$ cat config.mk
export PLATFORM = sky130hd
export DESIGN_NAME = request_unit
export DESIGN_NICKNAME = d
export VERILOG_FILES = /design/src/rtl/cpu_types_pkg.sv /design/src/rtl/ru_counter.sv /design/src/rtl/request_unit.sv
export SDC_FILE = /design/constraint.sdc
export NUM_CORES = 1
export LEC_CHECK = 0
export ABC_AREA = 1
export CORE_MARGIN = 5
export CORE_UTILIZATION = 40
export CTS_CLUSTER_DIAMETER = 100
export DETAILED_ROUTE_END_ITERATION = 12
export PLACE_DENSITY = 0.68
export SYNTH_ARGS = -nofsm -noshare
export SYNTH_HDL_FRONTEND = slang
export SYNTH_SLANG_ARGS = --single-unit
$ cat constraint.sdc
create_clock -name CLK -period 1.7 [get_ports CLK]
set_clock_uncertainty 0.2 [all_clocks]
set_input_delay 0.17 -clock CLK [delete_from_list [all_inputs] [get_ports CLK]]
set_output_delay 0.17 -clock CLK [all_outputs]
set_load 0.1 [all_outputs]
$ cat src/rtl/cpu_types_pkg.sv
// Shared CPU types: machine word and request-unit state encoding.
// Imported by the request unit and its counters.
package cpu_types_pkg;

  typedef logic [31:0] word_t;

  typedef enum logic [1:0] {
    RU_FETCH = 2'd0,
    RU_MEM   = 2'd1,
    RU_HALT  = 2'd2
  } ru_state_t;

endpackage

$ cat src/rtl/ru_counter.sv
// Free-running 32-bit event counter with enable.
// Wraps modulo 2^32; clears asynchronously on reset.
module ru_counter
  import cpu_types_pkg::*;
(
  input  logic        clk_i,
  input  logic        rst_ni,
  input  logic        en_i,
  output logic [31:0] count_o
);

  word_t cnt_q, cnt_d;

  always_comb begin
    cnt_d = cnt_q;
    if (en_i) cnt_d = cnt_q + 32'd1;
  end

  always_ff @(posedge clk_i or negedge rst_ni) begin
    if (!rst_ni) cnt_q <= '0;
    else         cnt_q <= cnt_d;
  end

  assign count_o = cnt_q;

endmodule

$ cat src/rtl/request_unit.sv
// Request unit: sequences imem/dmem requests ahead of the PC,
// holds decode stable during data access, tracks halt and perf counters.
module request_unit
  import cpu_types_pkg::*;
#(
  parameter int WORD_W = 32
) (
  input  logic              CLK,
  input  logic              nRST,
  input  logic              ihit,
  input  logic              dhit,
  input  logic [WORD_W-1:0] imemload,
  input  logic              dREN_req,
  input  logic              dWEN_req,
  input  logic              halt_req,
  output logic              imemREN,
  output logic              dmemREN,
  output logic              dmemWEN,
  output logic [WORD_W-1:0] instr,
  output logic              pc_en,
  output logic              halted,
  output logic [WORD_W-1:0] instr_count,
  output logic [WORD_W-1:0] stall_count
);

  ru_state_t         state_q, state_d;
  logic              rd_q, rd_d;
  logic              wr_q, wr_d;
  logic [WORD_W-1:0] instr_q, instr_d;
  logic              halt_ret;
  logic              stall_en;
  logic              retire_en;

  always_comb begin
    state_d  = state_q;
    rd_d     = rd_q;
    wr_d     = wr_q;
    instr_d  = instr_q;
    imemREN  = 1'b0;
    dmemREN  = 1'b0;
    dmemWEN  = 1'b0;
    instr    = instr_q;
    pc_en    = 1'b0;
    halted   = 1'b0;
    halt_ret = 1'b0;
    stall_en = 1'b0;
    unique case (state_q)
      RU_FETCH: begin
        imemREN = 1'b1;
        instr   = imemload;
        if (ihit) begin
          instr_d = imemload;
          // HALT wins over any memory op decoded alongside it
          if (halt_req) begin
            state_d  = RU_HALT;
            halt_ret = 1'b1;
          end else if (dREN_req || dWEN_req) begin
            state_d = RU_MEM;
            rd_d    = dREN_req;
            wr_d    = dWEN_req;
          end else begin
            pc_en = 1'b1;
          end
        end else begin
          stall_en = 1'b1;
        end
      end
      RU_MEM: begin
        dmemREN = rd_q;
        dmemWEN = wr_q;
        if (dhit) begin
          pc_en   = 1'b1;
          state_d = RU_FETCH;
        end else begin
          stall_en = 1'b1;
        end
      end
      RU_HALT: begin
        halted = 1'b1;
      end
      default: begin
        state_d = RU_FETCH;
      end
    endcase
  end

  always_ff @(posedge CLK or negedge nRST) begin
    if (!nRST) begin
      state_q <= RU_FETCH;
      rd_q    <= 1'b0;
      wr_q    <= 1'b0;
      instr_q <= '0;
    end else begin
      state_q <= state_d;
      rd_q    <= rd_d;
      wr_q    <= wr_d;
      instr_q <= instr_d;
    end
  end

  assign retire_en = pc_en | halt_ret;

  ru_counter u_instr_cnt (
    .clk_i   (CLK),
    .rst_ni  (nRST),
    .en_i    (retire_en),
    .count_o (instr_count)
  );

  ru_counter u_stall_cnt (
    .clk_i   (CLK),
    .rst_ni  (nRST),
    .en_i    (stall_en),
    .count_o (stall_count)
  );

endmodule

==> results.txt <==
worst vdd ir -> 0.00217 V
Switch Pwr -> 8.81 mW
final RePlAce weighted congestion -> 0.910
post-synthesis simple-gate area fraction -> 32.6%
clock power share -> 12.4%
most area-consuming cells after synthesis -> dfrtp_1, nand2_1, o21ai_0
Worst Hold Slack -> 155 ps
Power Density -> 1730 nW/µm²
Finished Cell Area -> 10,100 µm²
htree depth -> 3
first-pass GRT wire length -> 28,600 µm
reg-to-reg setup timing slack -> -200 ps
syn_nets -> 776
Rel. slew slack -> 64.3%
number of flops mapped to enable cells by yosys -> 0
fin worst setup slack -> -224 ps
initial core utilization -> 40.8%
post-synthesis mux area share -> 0%
largest family of logic cells by synthesized area -> simple AND/OR/NAND/NOR gates
Reg power frac -> 19.9%
Synth Area in Adders -> 0.461%
RSZ-0062 raised after global routing -> true
DRC viols -> 0
synthesis-to-layout area growth -> 85.4%
Post-Synth XOR/XNOR Area -> 5.97%
Post-Syn Area -> 5430 µm²
total CTS buffers -> 9
Clock Sinks -> 100
core area -> 13,300 µm²
worst r2r path cells -> 10
P_int -> 8.62 mW
initial antenna violation count -> 0
placed cell area -> 9120 µm²
most common cell in the netlist -> nand2_1
Final Cycle Share -> 113%
Remaining Overflow, GRT -> 0
Yosys cell types -> 24
synth warn -> 0
Clk Latency, worst-skew pair -> 350 ps
synthesized instance count -> 735
dpl hpwl -> 12,700 µm
class of the worst hold path -> input port to asynchronous set/reset pin
Core Util, Final -> 75.7%
Avg Cell Area, Syn -> 7.39 µm²
switching share of power -> 50.5%
worst path cell trace -> inv_4 > nand2_8 > buf_12 > nand2_1 > o21ai_4 > buf_12
Main synth FF type -> dfrtp_1
crit path kind -> flop to output port
DR pass1 iterations -> 5
share of layout cells above drive strength 1 -> 42.2%
vias per cell -> 5.03
top cell type by total area after synthesis -> dfrtp_1
routed via count -> 5,639
WL per Instance -> 15.8 µm
sequential area share after synthesis -> 46.1%
LEAKAGE -> 4.35 nW
area fraction in compound gates after synthesis -> 6.36%
post-route ant nets -> 0
fin. max-slew vios -> 0
WP data required -> 1330 ps
initial drt markers -> 425
post-synth top area share -> 46.1%
Core Rows -> 42
Worst-Margin Slew -> 536 ps
Die H -> 127 µm
Reg clk slew, reported paths -> 70 ps
Crit Reg-Reg Endpoint -> u_stall_cnt.count_o[19]$_DFFE_PN0P_
status -> finished, violations left
Die Area -> 16,000 µm²
RR Startpoint -> state_q[1]$_DFFE_PN0P_
crit start category -> flop
# port buffers -> 139
synth cell count leaders -> nand2_1, dfrtp_1, inv_1
Routed WL -> 17,700 µm
final layout net count -> 982
largest net degree at the start of global routing -> 41
Sum Neg Setup Slack -> -13,170 ps
Critical Path Most Common Cell -> buf_12
Synth async-reset ratio -> 100%
crit path max fanout -> 15
CP peak stage delay -> 400 ps
arrival time worst endpoint -> 1550 ps
Synth Register Bits -> 100
CP Capture Type -> output port
Hold Fails Final Rpt -> 0
Root Buffer -> clkbuf_16
slowest library cell on the worst path -> dfrtp_1
Clock Path Buffers -> 2
failing checks -> negative setup slack
final setup fails -> 94
min Tclk post-route -> 1920 ps
Max Cap Viol -> 0
Combinational Power Share -> 67.7%
die width -> 127 µm
All-Layer GR Usage -> 22.0%
overall power -> 17.4 mW
CTS tree -> done
Fmax achieved -> 0.520 GHz
vias in the first global route -> 5,645
ANT cells -> 0
IO Count -> 140
area by class of cell:
cell class                      instances  area, µm²
Multi-Input combinational cell        523       3280
Timing Repair Buffer                  214       3260
Fill cell                             870       3230
Sequential cell                       100       2650
Inverter                               93        357
Clock buffer                           15        278
Tap cell                              176        220
Clock inverter                          1       30.0
per-stage QoR:
stage | std cells | worst slack [ps]
floorplan | 735 | -306
global placement | 1086 | -174
detailed placement | 1086 | -257
CTS | 1116 | -229
global route | 1122 | -286
finish | 1122 | -224
layer usage:
metal  part of all wire [%]  up-vias  global-route usage, %
met1                     41     2714                   27.7
met2                     49      194                   36.2
li1                       -     2704                      -
met4                    2.2        0                   7.32
met3                    7.4       27                   6.43
met5                      0        -                      0
placed cells by master, fill, tap and decap left out, types with 3 or more instances in the layout:
cell type          n
o21ai_0           35
nand3b_1           5
xor2_1            11
buf_6             14
dfrtp_1           37
clkbuf_1           3
dfrtp_4           26
dfrtp_2           37
buf_4             45
nor2_2            10
xnor2_2            3
buf_16             5
buf_12           112
nor2_4            17
inv_2              3
nand4_1           15
inv_4              3
nor3_1             6
clkbuf_8           3
nor2_1            51
clkdlybuf4s50_1   37
nand3_2           16
o21ai_4           32
nand3_1           22
inv_1             87
clkbuf_16          9
nand3_4            4
nand2_4            5
xnor2_1           22
nand2_1          212
nand2_2           46
repair_timing:
| action | 4_1_cts | 5_1_grt |
|---|---|---|
| hold buffers | 1 | 0 |
| setup buffers | 9 | 6 |
| setup endpoints to repair | 66 | 99 |
| gates cloned | 4 | 0 |
| pin swaps | 6 | 21 |
| gates resized for setup | 31 | 66 |
| endpoints found under the hold margin | 52 | 0 |
power by group through the flow:
| stage | clock network [mW] | registers, mW | logic (mW) |
|---|---|---|---|
| floorplan | 0 | 4.29 | 6.34 |
| global placement | 0 | 3.41 | 10.9 |
| detailed placement | 0 | 3.44 | 11.0 |
| CTS | 2.19 | 3.41 | 11.6 |
| global route | 2.29 | 3.53 | 12.3 |
| finish | 2.16 | 3.46 | 11.8 |
worst max-delay path by stage:
stage                                                      to  depth (start not counted)  slack, ps                    from
after global routing      u_stall_cnt.count_o[25]$_DFFE_PN0P_                         11       -290  state_q[1]$_DFFE_PN0P_
final                                                instr[9]                          6       -220  state_q[1]$_DFFE_PN0P_
after floorplan           u_instr_cnt.count_o[14]$_DFFE_PN0P_                          7       -310  state_q[0]$_DFFE_PN0P_
after global placement    u_stall_cnt.count_o[30]$_DFFE_PN0P_                          9       -170                    ihit
after detailed placement  u_stall_cnt.count_o[30]$_DFFE_PN0P_                          9       -260                    ihit
after CTS                                            instr[1]                          5       -230  state_q[0]$_DFFE_PN0P_
cells by family after synthesis:
group	Yosys count
AND/OR/NAND/NOR	415
buffers and inverters	112
flip-flops	100
AO/OA/AOI/OAI	69
XOR/XNOR	37
adder cells (fa/ha/maj)	2
registers in the layout, indices dropped and copies added (netlist names):
| signal | cells |
|---|---|
| instr_q | 32 |
| rd_q | 1 |
| state_q | 2 |
| u_instr_cnt.count_o | 32 |
| u_stall_cnt.count_o | 32 |
| wr_q | 1 |
worst max-delay path: cells and delay by family, from the launching register on:
kind	cells	cell delay, ps
buffers and inverters	3	460
AOI/OAI and AO/OA	1	90
DFF	1	400
and+or+nand+nor	2	250
(Power assumes the default switching activity.)
==> patch: new RTL, config.mk and constraints unchanged <==
Encoding of `ru_state_t`: now one-hot (3 bits for 3 states).
--- a/src/rtl/cpu_types_pkg.sv
+++ b/src/rtl/cpu_types_pkg.sv
@@ -4,10 +4,10 @@
 
   typedef logic [31:0] word_t;
 
-  typedef enum logic [1:0] {
-    RU_FETCH = 2'd0,
-    RU_MEM   = 2'd1,
-    RU_HALT  = 2'd2
+  typedef enum logic [2:0] {
+    RU_FETCH = 3'b001,
+    RU_MEM   = 3'b010,
+    RU_HALT  = 3'b100
   } ru_state_t;
 
 endpackage
Behaviour: no difference found for any inputs over 10 cycles, from zero or initial values and one cycle with nRST low; not proved beyond that.
==> patch against the original RTL <==
  * The run still ends with setup timing left
  * Utilization down 4.3 points
  * Design area up 1.9%
  * Total power up 18%
  * Setup slack got worse by 200 ps
  * Sequential cell count increased by 1
  * Wire length fell by 1.1%
  * Synthesized area grew 6.3%
  * Fmax fell by 9.3%
  * Largest cell class unchanged
==> patch: results (changes against the original RTL) <==
Detailed routing
  • Routed wire length on met2: 8.224 mm (was 8.763 mm)
  • Met3 WL: 1.222 mm (was 1.318 mm)
  • Metal-1 WL: 7.775 mm (was 7.251 mm)
  • Starting DRT DRC Count: 403 (was 425)
  • Routed via count: 5951 (was 5639)
  • Wirelength, routed: 17.52 mm (was 17.72 mm)

CTS
  • # Post-CTS Setup Buffers: 7 (was 9)
  • CTS Root Cell: clkbuf_16 (unchanged)
  • Post_cts resized: 17 (was 31)
  • # hold bufs at CTS: 2 (was 1)

GRT
  • Vias in the first global route: 5880 (was 5645)
  • Total GRT Usage: 21.11% (was 21.96%)
  • Met3 Track Usage GR: 3.561% (was 6.431%)
  • Met2 Use GR: 33.86% (was 36.18%)
  • First-pass GRT wire length: 28.73 mm (was 28.59 mm)
  • Antenna violations before repair: 0 (unchanged)
  • Largest net degree at the start of global routing: 60 (was 41)
  • Met1 Use GR: 29.15% (was 27.72%)

Logic synthesis
  • Most frequent cells after synthesis: nand2_1 (270), dfrtp_1 (100), inv_1 (97), nor2_1 (84), o21ai_0 (68) (was nand2_1 (259), dfrtp_1 (100), inv_1 (88), o21ai_0 (69), nor2_1 (67))
  • Seq/Total Area, Yosys: 43.79% (was 46.08%)
  • Yosys cell types: 31 (was 24)
  • Top cells by area, synth: dfrtp_1 (43%), nand2_1 (18%), inv_1 (6.3%) (was dfrtp_1 (46%), nand2_1 (18%), o21ai_0 (6.4%))
  • Syn_nets: 846 (was 776)

Timing
  • Final setup viols: 138 (was 94)
  • Final Worst Setup Slack: -420.2 ps (was -223.6 ps)
  • Slew Limit Headroom: 76.15% (was 64.26%)

Placed design
  • Hpwl dp: 12.92 mm (was 12.72 mm)
  • Placer congestion estimate: 0.8793 (was 0.9097)

Run status
  • Status: finished with violations (unchanged)
  • Violations in the final reports: setup timing (unchanged)

Finish
  • Net count of the finished layout: 1052 (was 982)
  • Share of cells above drive strength 1: 37.20% (was 42.18%)

Critical path
  • CP delay by family, top: flip-flops (was buffers and inverters)
  • Slowest stage cell, crit path: dfstp_2 (was dfrtp_1)
  • Worst Path Arrival: 1750 ps (was 1550 ps)
  • CP peak stage delay: 540 ps (was 400 ps)

Power and ir drop
  • Leakage: 4.527 nW (was 4.353 nW)
  • Worst vdd ir: 1319 µV (was 2174 µV)
## patch: cell types whose count changed after synthesis, sizes merged, moves of 6 or more
cell    unedited run  this run
xnor2             25        10
o21ai             69        78
xor2              12        22
nor3               8         2
nand2            265       276
inv               93       101
nor2              78        97
clkbuf             8        15
nand4             15        35
## patch: layout make-up
type | instances | area [µm²]
fillers | 1041 | 4106
multi-input cells | 578 | 3379
repair buffers | 220 | 3287
flip-flops and latches | 101 | 2688
inverters | 101 | 384.1
clock buffers | 12 | 246.5
well taps | 184 | 230.2
clock inverters | 4 | 47.55
## patch: tightest hold or removal path, delay by kind of cell
family,cells,cell delay (ps)
buffers and inverters,3,900
## patch: final timing paths
path	startpoint	to	slack, ps	depth (start not counted)
setup / recovery	state_q[0]	pc_en	-420	8
hold / removal	nRST	instr_q[17]	160	3
setup reg to reg	state_q[0]	u_instr_cnt.count_o[21]	-350	10
hold reg to reg	instr_q[4]	instr_q[4]	290	2
max in group asynchronous	nRST	instr_q[4]	540	3
min in group CLK	imemload[10]	instr_q[10]	250	3
## patch: where the power goes
group          switching (mW)  leakage, nW  internal (mW)
clock                   0.905        0.143           1.18
sequential              0.496         1.23           3.09
combinational            9.34         3.16           5.55
total                    10.7         4.53           9.82
## patch: cells by family after synthesis
logic type / share of synthesized area, %
AO/OA/AOI/OAI: 6.847
XOR/XNOR: 4.984
adder cells (fa/ha/maj): 0.4333
buffers and inverters: 8.841
flip-flops: 43.79
AND/OR/NAND/NOR: 35.10
## patch: metrics by stage
step / worst slack, ps / TNS (ps) / cells
3_3_place_gp: -155.0 / -5026 / 1168
3_5_place_dp: -188.4 / -6727 / 1168
6_report: -420.2 / -31220 / 1200
5_1_grt: -503.9 / -43190 / 1200
2_1_floorplan: -386.7 / -18550 / 805
4_1_cts: -434.2 / -28080 / 1195
